==> src/rtl/fft_ctrl_pkg.sv <==
// Shared types and default sizing for the FFT frame controller.
package fft_ctrl_pkg;

  localparam int N_POINTS_DEF    = 16;
  localparam int WORDS_DEF       = 2 * N_POINTS_DEF;
  localparam int CNT_W_DEF       = $clog2(WORDS_DEF);
  localparam int TIMEOUT_CYC_DEF = 1024;

  typedef enum logic [2:0] {
    ST_IDLE    = 3'd0,
    ST_CAPTURE = 3'd1,
    ST_START   = 3'd2,
    ST_COMPUTE = 3'd3,
    ST_UNLOAD  = 3'd4
  } fft_ctrl_state_t;

endpackage

==> src/rtl/fft_word_counter.sv <==
// Up-counter 0..LIMIT-1 with enable, synchronous clear and terminal flag.
module fft_word_counter #(
  parameter int LIMIT = 32,
  parameter int W     = 5
) (
  input  logic         clk,
  input  logic         reset,
  input  logic         en,
  input  logic         clr,
  output logic [W-1:0] count,
  output logic         term
);

  logic [W-1:0] count_q;
  logic [W-1:0] count_d;

  assign term  = (count_q == W'(LIMIT - 1));
  assign count = count_q;

  // Next count: clear wins, terminal increments fold back to zero.
  always_comb begin
    count_d = count_q;
    if (clr) begin
      count_d = {W{1'b0}};
    end else if (en) begin
      if (term) begin
        count_d = {W{1'b0}};
      end else begin
        count_d = count_q + W'(1);
      end
    end else begin
      count_d = count_q;
    end
  end

  always_ff @(posedge clk) begin
    if (reset) begin
      count_q <= {W{1'b0}};
    end else begin
      count_q <= count_d;
    end
  end

endmodule

==> src/rtl/fft_frame_ctrl.sv <==
// Frame sequencer: capture -> FFT start -> compute -> unload.
// Optional COMPUTE watchdog enabled by defining FFT_TIMEOUT_EN.
module fft_frame_ctrl
  import fft_ctrl_pkg::*;
#(
  parameter int N_POINTS = N_POINTS_DEF,
  parameter int CNT_W    = $clog2(2 * N_POINTS)
`ifdef FFT_TIMEOUT_EN
  , parameter int TIMEOUT_CYC = TIMEOUT_CYC_DEF
`endif
) (
  input  logic             clk,
  input  logic             reset,
  input  logic             in_valid,
  output logic             in_ready,
  output logic             cap_shift,
  output logic [CNT_W-1:0] cap_count,
  output logic             fft_start,
  input  logic             fft_done,
  output logic [CNT_W-1:0] out_index,
  output logic             out_valid,
  input  logic             out_ready,
  output logic             out_last,
  output logic             busy,
  output logic             overrun,
  output logic             timeout_err
);

  localparam int WORDS = 2 * N_POINTS;

  fft_ctrl_state_t state_q, state_d;
  logic in_ready_q, in_ready_d;
  logic fft_start_q, fft_start_d;
  logic out_valid_q, out_valid_d;
  logic busy_q, busy_d;
  logic overrun_q, overrun_d;
  logic accept_s, cap_term_s, out_step_s, out_term_s, out_clr_s;
  logic wd_term_s, wd_expire_s;

  assign accept_s    = in_valid & in_ready_q;
  assign out_step_s  = out_valid_q & out_ready;
  assign out_clr_s   = (state_q == ST_COMPUTE) & fft_done;
  assign wd_expire_s = (state_q == ST_COMPUTE) & ~fft_done & wd_term_s;

  fft_word_counter #(.LIMIT(WORDS), .W(CNT_W)) u_cap_cnt (
    .clk   (clk),
    .reset (reset),
    .en    (accept_s),
    .clr   (1'b0),
    .count (cap_count),
    .term  (cap_term_s)
  );

  fft_word_counter #(.LIMIT(WORDS), .W(CNT_W)) u_out_idx (
    .clk   (clk),
    .reset (reset),
    .en    (out_step_s),
    .clr   (out_clr_s),
    .count (out_index),
    .term  (out_term_s)
  );

  // Next-state logic; outputs are registered from the next state so they align with it.
  always_comb begin
    state_d = state_q;
    case (state_q)
      ST_IDLE:    if (accept_s) state_d = ST_CAPTURE; else state_d = ST_IDLE;
      ST_CAPTURE: if (accept_s && cap_term_s) state_d = ST_START; else state_d = ST_CAPTURE;
      ST_START:   state_d = ST_COMPUTE;
      ST_COMPUTE: begin
        if (fft_done) begin
          state_d = ST_UNLOAD;
        end else if (wd_expire_s) begin
          state_d = ST_IDLE;
        end else begin
          state_d = ST_COMPUTE;
        end
      end
      ST_UNLOAD:  if (out_step_s && out_term_s) state_d = ST_IDLE; else state_d = ST_UNLOAD;
      default:    state_d = ST_IDLE;
    endcase
    in_ready_d  = (state_d == ST_IDLE) || (state_d == ST_CAPTURE);
    fft_start_d = (state_d == ST_START);
    out_valid_d = (state_d == ST_UNLOAD);
    busy_d      = (state_d != ST_IDLE);
    overrun_d   = overrun_q | (in_valid & ~in_ready_q);
  end

  always_ff @(posedge clk) begin
    if (reset) begin
      state_q     <= ST_IDLE;
      in_ready_q  <= 1'b1;
      fft_start_q <= 1'b0;
      out_valid_q <= 1'b0;
      busy_q      <= 1'b0;
      overrun_q   <= 1'b0;
    end else begin
      state_q     <= state_d;
      in_ready_q  <= in_ready_d;
      fft_start_q <= fft_start_d;
      out_valid_q <= out_valid_d;
      busy_q      <= busy_d;
      overrun_q   <= overrun_d;
    end
  end

`ifdef FFT_TIMEOUT_EN
  localparam int WD_W = (TIMEOUT_CYC > 2) ? $clog2(TIMEOUT_CYC) : 1;

  logic [WD_W-1:0] wd_q, wd_d;
  logic            timeout_q, timeout_d;

  assign wd_term_s = (wd_q == WD_W'(TIMEOUT_CYC - 1));

  // Watchdog counts only while staying in COMPUTE, so it reads zero on entry.
  always_comb begin
    if ((state_q == ST_COMPUTE) && (state_d == ST_COMPUTE)) begin
      wd_d = wd_q + WD_W'(1);
    end else begin
      wd_d = {WD_W{1'b0}};
    end
    timeout_d = timeout_q | wd_expire_s;
  end

  always_ff @(posedge clk) begin
    if (reset) begin
      wd_q      <= {WD_W{1'b0}};
      timeout_q <= 1'b0;
    end else begin
      wd_q      <= wd_d;
      timeout_q <= timeout_d;
    end
  end

  assign timeout_err = timeout_q;
`else
  assign wd_term_s   = 1'b0;
  assign timeout_err = 1'b0;
`endif

  assign in_ready  = in_ready_q;
  assign cap_shift = accept_s;
  assign fft_start = fft_start_q;
  assign out_valid = out_valid_q;
  assign out_last  = out_valid_q & out_term_s;
  assign busy      = busy_q;
  assign overrun   = overrun_q;

endmodule

==> config.mk <==
export PLATFORM = sky130hd
export DESIGN_NAME = fft_frame_ctrl
export DESIGN_NICKNAME = d
export VERILOG_FILES = /design/src/rtl/fft_ctrl_pkg.sv /design/src/rtl/fft_word_counter.sv /design/src/rtl/fft_frame_ctrl.sv
export SDC_FILE = /design/constraint.sdc
export NUM_CORES = 1
export LEC_CHECK = 0
export CORE_MARGIN = 1
export CORE_UTILIZATION = 48
export CTS_CLUSTER_SIZE = 24
export DETAILED_ROUTE_END_ITERATION = 8
export PLACE_DENSITY = 0.92
export SLEW_MARGIN = 20
export SYNTH_ARGS = -nofsm -noshare
export SYNTH_HDL_FRONTEND = slang
export SYNTH_SLANG_ARGS = --single-unit
==> constraint.sdc <==
create_clock -name clk -period 2.55 [get_ports clk]
set_input_delay 0.6375 -clock clk [delete_from_list [all_inputs] [get_ports clk]]
set_output_delay 0.6375 -clock clk [all_outputs]
set_load 0.01 [all_outputs]
Yosys cells after proc, flatten, opt, wreduce, memory -nomap -nowiden
Cells that the tools add are included.
- $add $sub $neg: 2
- equality and inequality tests: 9
- multiplexer cells: 7
- bitwise gates (word level): 7
- reduce and logical (&&, ||, !) cells: 7
- operator list (kind ; count):
    $pmux W3 S5 ; 1
    $add A5 B1 Y5 const B ; 2
    $eq A5 B5 Y1 const B ; 2
    $mux W5 ; 2
    $eq A3 B2 Y1 const B ; 3
    $eq A3 B1 Y1 const B ; 2
    $eq A3 B3 Y1 const B ; 2
    $logic_not A3 Y1 ; 2
    $mux W3 ; 2
    $and A1 B1 Y1 ; 5
    $reduce_bool A3 Y1 ; 1
    $logic_and A1 B1 Y1 ; 2
    $mux W2 ; 1
    $reduce_or A2 Y1 ; 1
    $logic_or A1 B1 Y1 ; 1
    $mux W1 ; 1
    $not A1 Y1 ; 1
    $or A1 B1 Y1 ; 1
- register bits after elaboration: 18
- input bits: 5
- output and inout bits: 18
- word-level logic and storage cells: 40

Logic depth before layout (Yosys ltp)
- depth after elaboration: 6
- gate-level depth with buffers: 6
- depth with buffers taken out: 6

Hierarchy
Synthesis repeated with hierarchy kept, for this count alone.
- cell total of the unflattened synthesis: 83
- area, all modules: 789.5 µm²
- by module, submodules not included (module ; times used ; cells each ; area each (µm²) ; seq. area each (µm²)):
    fft_word_counter ; 2 ; 22 ; 229.0 ; 100.1
    fft_frame_ctrl ; 1 ; 39 ; 331.6 ; 160.2

Least setup slack after synthesis
Ideal clock, no wire load.
- path kind: register to output
- from: register u_out_idx.count_q[0], in the netlist u_out_idx.count[0]
- to: output out_last
- arrival: 1203 ps
- required time: 1913 ps
- slack: 710 ps
- stages on the path, launching flop included: 5
- buffers on the path: 0
- path through: dfxtp_1 -> ha_1 -> and3_1 -> ha_1 -> and2_1
- longest elaborated chain between the ends: 2
- ends and longest elaborated chain (item ; RTL line ; source):
    start, declared ; fft_word_counter.sv:14 ; logic [W-1:0] count_q;
    start signal, assigned ; fft_word_counter.sv:38 ; count_q <= {W{1'b0}};
    start signal, assigned ; fft_word_counter.sv:40 ; count_q <= count_d;
    $eq A5 B5 Y1 ; fft_word_counter.sv:17 ; assign term = (count_q == W'(LIMIT - 1));
    $and A1 B1 Y1 ; fft_frame_ctrl.sv:145 ; assign out_last = out_valid_q & out_term_s;
    end, declared ; fft_frame_ctrl.sv:23 ; output logic out_last,
No other way between the ends.

Worst setup path after layout
- from: input in_valid
- to: output cap_shift
- longest elaborated chain between the ends: 1
- ends and longest elaborated chain (item ; RTL line ; source):
    start, declared ; fft_frame_ctrl.sv:14 ; input logic in_valid,
    $and A1 B1 Y1 ; fft_frame_ctrl.sv:40 ; assign accept_s = in_valid & in_ready_q;
    end, declared ; fft_frame_ctrl.sv:16 ; output logic cap_shift,
No other way between the ends.

==> results.ini <==
[run_status]
outcome = completed

[routing]
totalWireLength_mm = 1.72
vias_per_cell = 5.92
drtIter0Drc = 7
drc = 0
via_count = 775
antenna_left = 0
dr.pass1.iters = 4
wl_per_cell_um = 13.1

[yosys]
async_flop_share_pct = 0
yosysTopAreaCell = dfxtp_1
synthesis.nets = 100
ys_warn_count = 0
synth_commonest_cells = 18 x dfxtp_1, 13 x a21oi_1, 10 x nand2_1
syn_avg_cell_area_um2 = 8.91
synth_edf_count = 0
synthCells = 91
netlist.area_leader.share_pct = 44.4
synthTopCellsByArea = dfxtp_1 44%, a21oi_1 8.0%, ha_1 6.2%
synth.most_common_cell = dfxtp_1
syn-cell-area_um2 = 811
synth-seq-area-share_pct = 44.4
ys_seq_elements = 18
synthDistinctLibCells = 30
synth_flop_cell = dfxtp_1

[clock_tree]
cts_setup_buffers = 0
h-tree-depth = 1
cts_buffers = 3
insertion_delay_ns = 0.28
cts_root_buf = clkbuf_4
cts_tree = done
cts_buffer_depth = 2
clock_sinks = 18
cts_hold_buf = 0
path_clk_slew_ns = 0.09
ctsResizeCount = 0

[sta]
skew_ns = 0.00277
fin_crit_ns = 2.47
hold_viol = 0
period_share_pct = 96.7
drv_slew = 0
finalSetupViolCount = 0
fmax_mhz = 405
final.setup.tns_ns = 0
rsz0062_at_grt = false

[setup_path]
slowest_stage = clkdlybuf4s50_1
path_class = input pin to output pin
start_kind = input pin
worstSetupEndpointType = output pin
critPathArrivalTime_ns = 1.83
cp_data_required_time_ns = 1.91
cpPeakStageDelay_ns = 0.55
cp_cell_sequence = clkdlybuf4s50_1 -> nand2_1 -> inv_1 -> clkdlybuf4s50_1
cpMostUsedCell = clkdlybuf4s50_1
cp_max_fo = 3

[power_and_ir_drop]
p_total_uw = 459
p_leak_uw = 0.000429
p_per_area_nw_per_um2 = 426
ir_worst_vdd_uv = 285

[global_route]
grt_overflow_total = 0
grt_pass1_vias = 642
grt_usage_pct = 20.0
antenna_found_initial = 0
grt_max_degree = 14
grt_pass1_wl_mm = 2.76

[floorplan]
die_h_um = 43.1
start_util_pct = 52.6
io_pins = 23
num_rows = 14
coreArea_um2 = 1540
dieArea_um2 = 1860
die_w_um = 43.1

[worst_hold_path]
hp-class = flop to flop

[cells_and_area]
syn2layout_area_growth_pct = 33.0
final_cells = 131
final_nets = 126
layout-drive-gt1-share_pct = 11.3
diodes = 0

[placement]
gp_congestion = 0.853
dpl.cell_count = 128
io_buffers = 21
dp_hpwl_mm = 1.30

[job]
max_cap_violations = 0

[sequential cells by signal, summed over array words and instances (netlist names)]
signal	cells
u_cap_cnt.count	5
u_out_idx.count	5
state_q	3
busy	1
fft_start	1
in_ready	1
out_valid	1
overrun	1
[critical path, delay by kind of cell]
family        cells  cell delay (ns)
buf+inv           3             1.13
simple gates      1             0.07
[cell families after synthesis]
| logic type | synth area share, % |
|---|---|
| and+or+nand+nor | 26.5 |
| AOI/OAI and AO/OA | 19.1 |
| DFF | 44.4 |
| buffers and inverters | 3.24 |
| adders and majority gates | 6.17 |
| other | 0.463 |
[power breakdown]
part           internal, uW  switching, uW
combinational          21.4           18.6
clock                  54.7           74.9
sequential              284           5.47
[layout make-up]
| type | count | area (um2) |
|---|---|---|
| fill | 131 | 463 |
| multi-input combinational | 67 | 424 |
| sequential | 18 | 365 |
| timing repair buffer | 24 | 235 |
| clock buffer | 3 | 22.5 |
| tap | 16 | 20.0 |
| inverter | 3 | 11.3 |
[path summary, 6_finish.rpt]
kind	start	depth (start not counted)	slack, ns	end
worst max-delay path	in_valid	4	0.08	cap_shift
worst min-delay path	overrun	2	0.48	overrun
worst max register to register	u_cap_cnt.count[0]	6	0.68	state_q[0]
worst min register to register	overrun	2	0.48	overrun
[layer usage]
metal | wire length, um | global-route usage (%) | vias up
met5 | 0 | 0 | -
met4 | 29 | 9.70 | 0
met3 | 97 | 2.55 | 4
met2 | 884 | 36.1 | 33
met1 | 709 | 22.6 | 356
li1 | - | - | 382
[stage by stage]
step	instance area, um2	worst slack (ns)	util, %	hold WS [ns]
after floorplan	811	0.710	-	0.496
after global placement	1050	0.119	68.0	0.451
final	1080	0.0832	70.0	0.481
after detailed placement	1050	0.0636	68.0	0.464
after CTS	1070	0.00656	69.5	0.487
after global routing	1080	0.0153	70.0	0.509
[cells in the final DEF, fill, tap and decap left out, types with 2 or more instances in the layout]
master,Yosys,layout
clkdlybuf4s50_1,0,20
dfxtp_1,18,16
a21oi_1,13,13
nand2_1,10,10
nor2_1,6,6
o21ai_0,4,4
ha_1,4,4
inv_1,3,3
nand3_1,3,3
clkbuf_4,0,3
buf_4,1,3
and3_1,2,2
nand4b_1,2,2
nand2b_1,2,2
nor4bb_1,2,2
a211oi_1,2,2
or4_1,2,2
a31oi_1,2,2
Note: power is estimated with default switching activity, not from simulation.
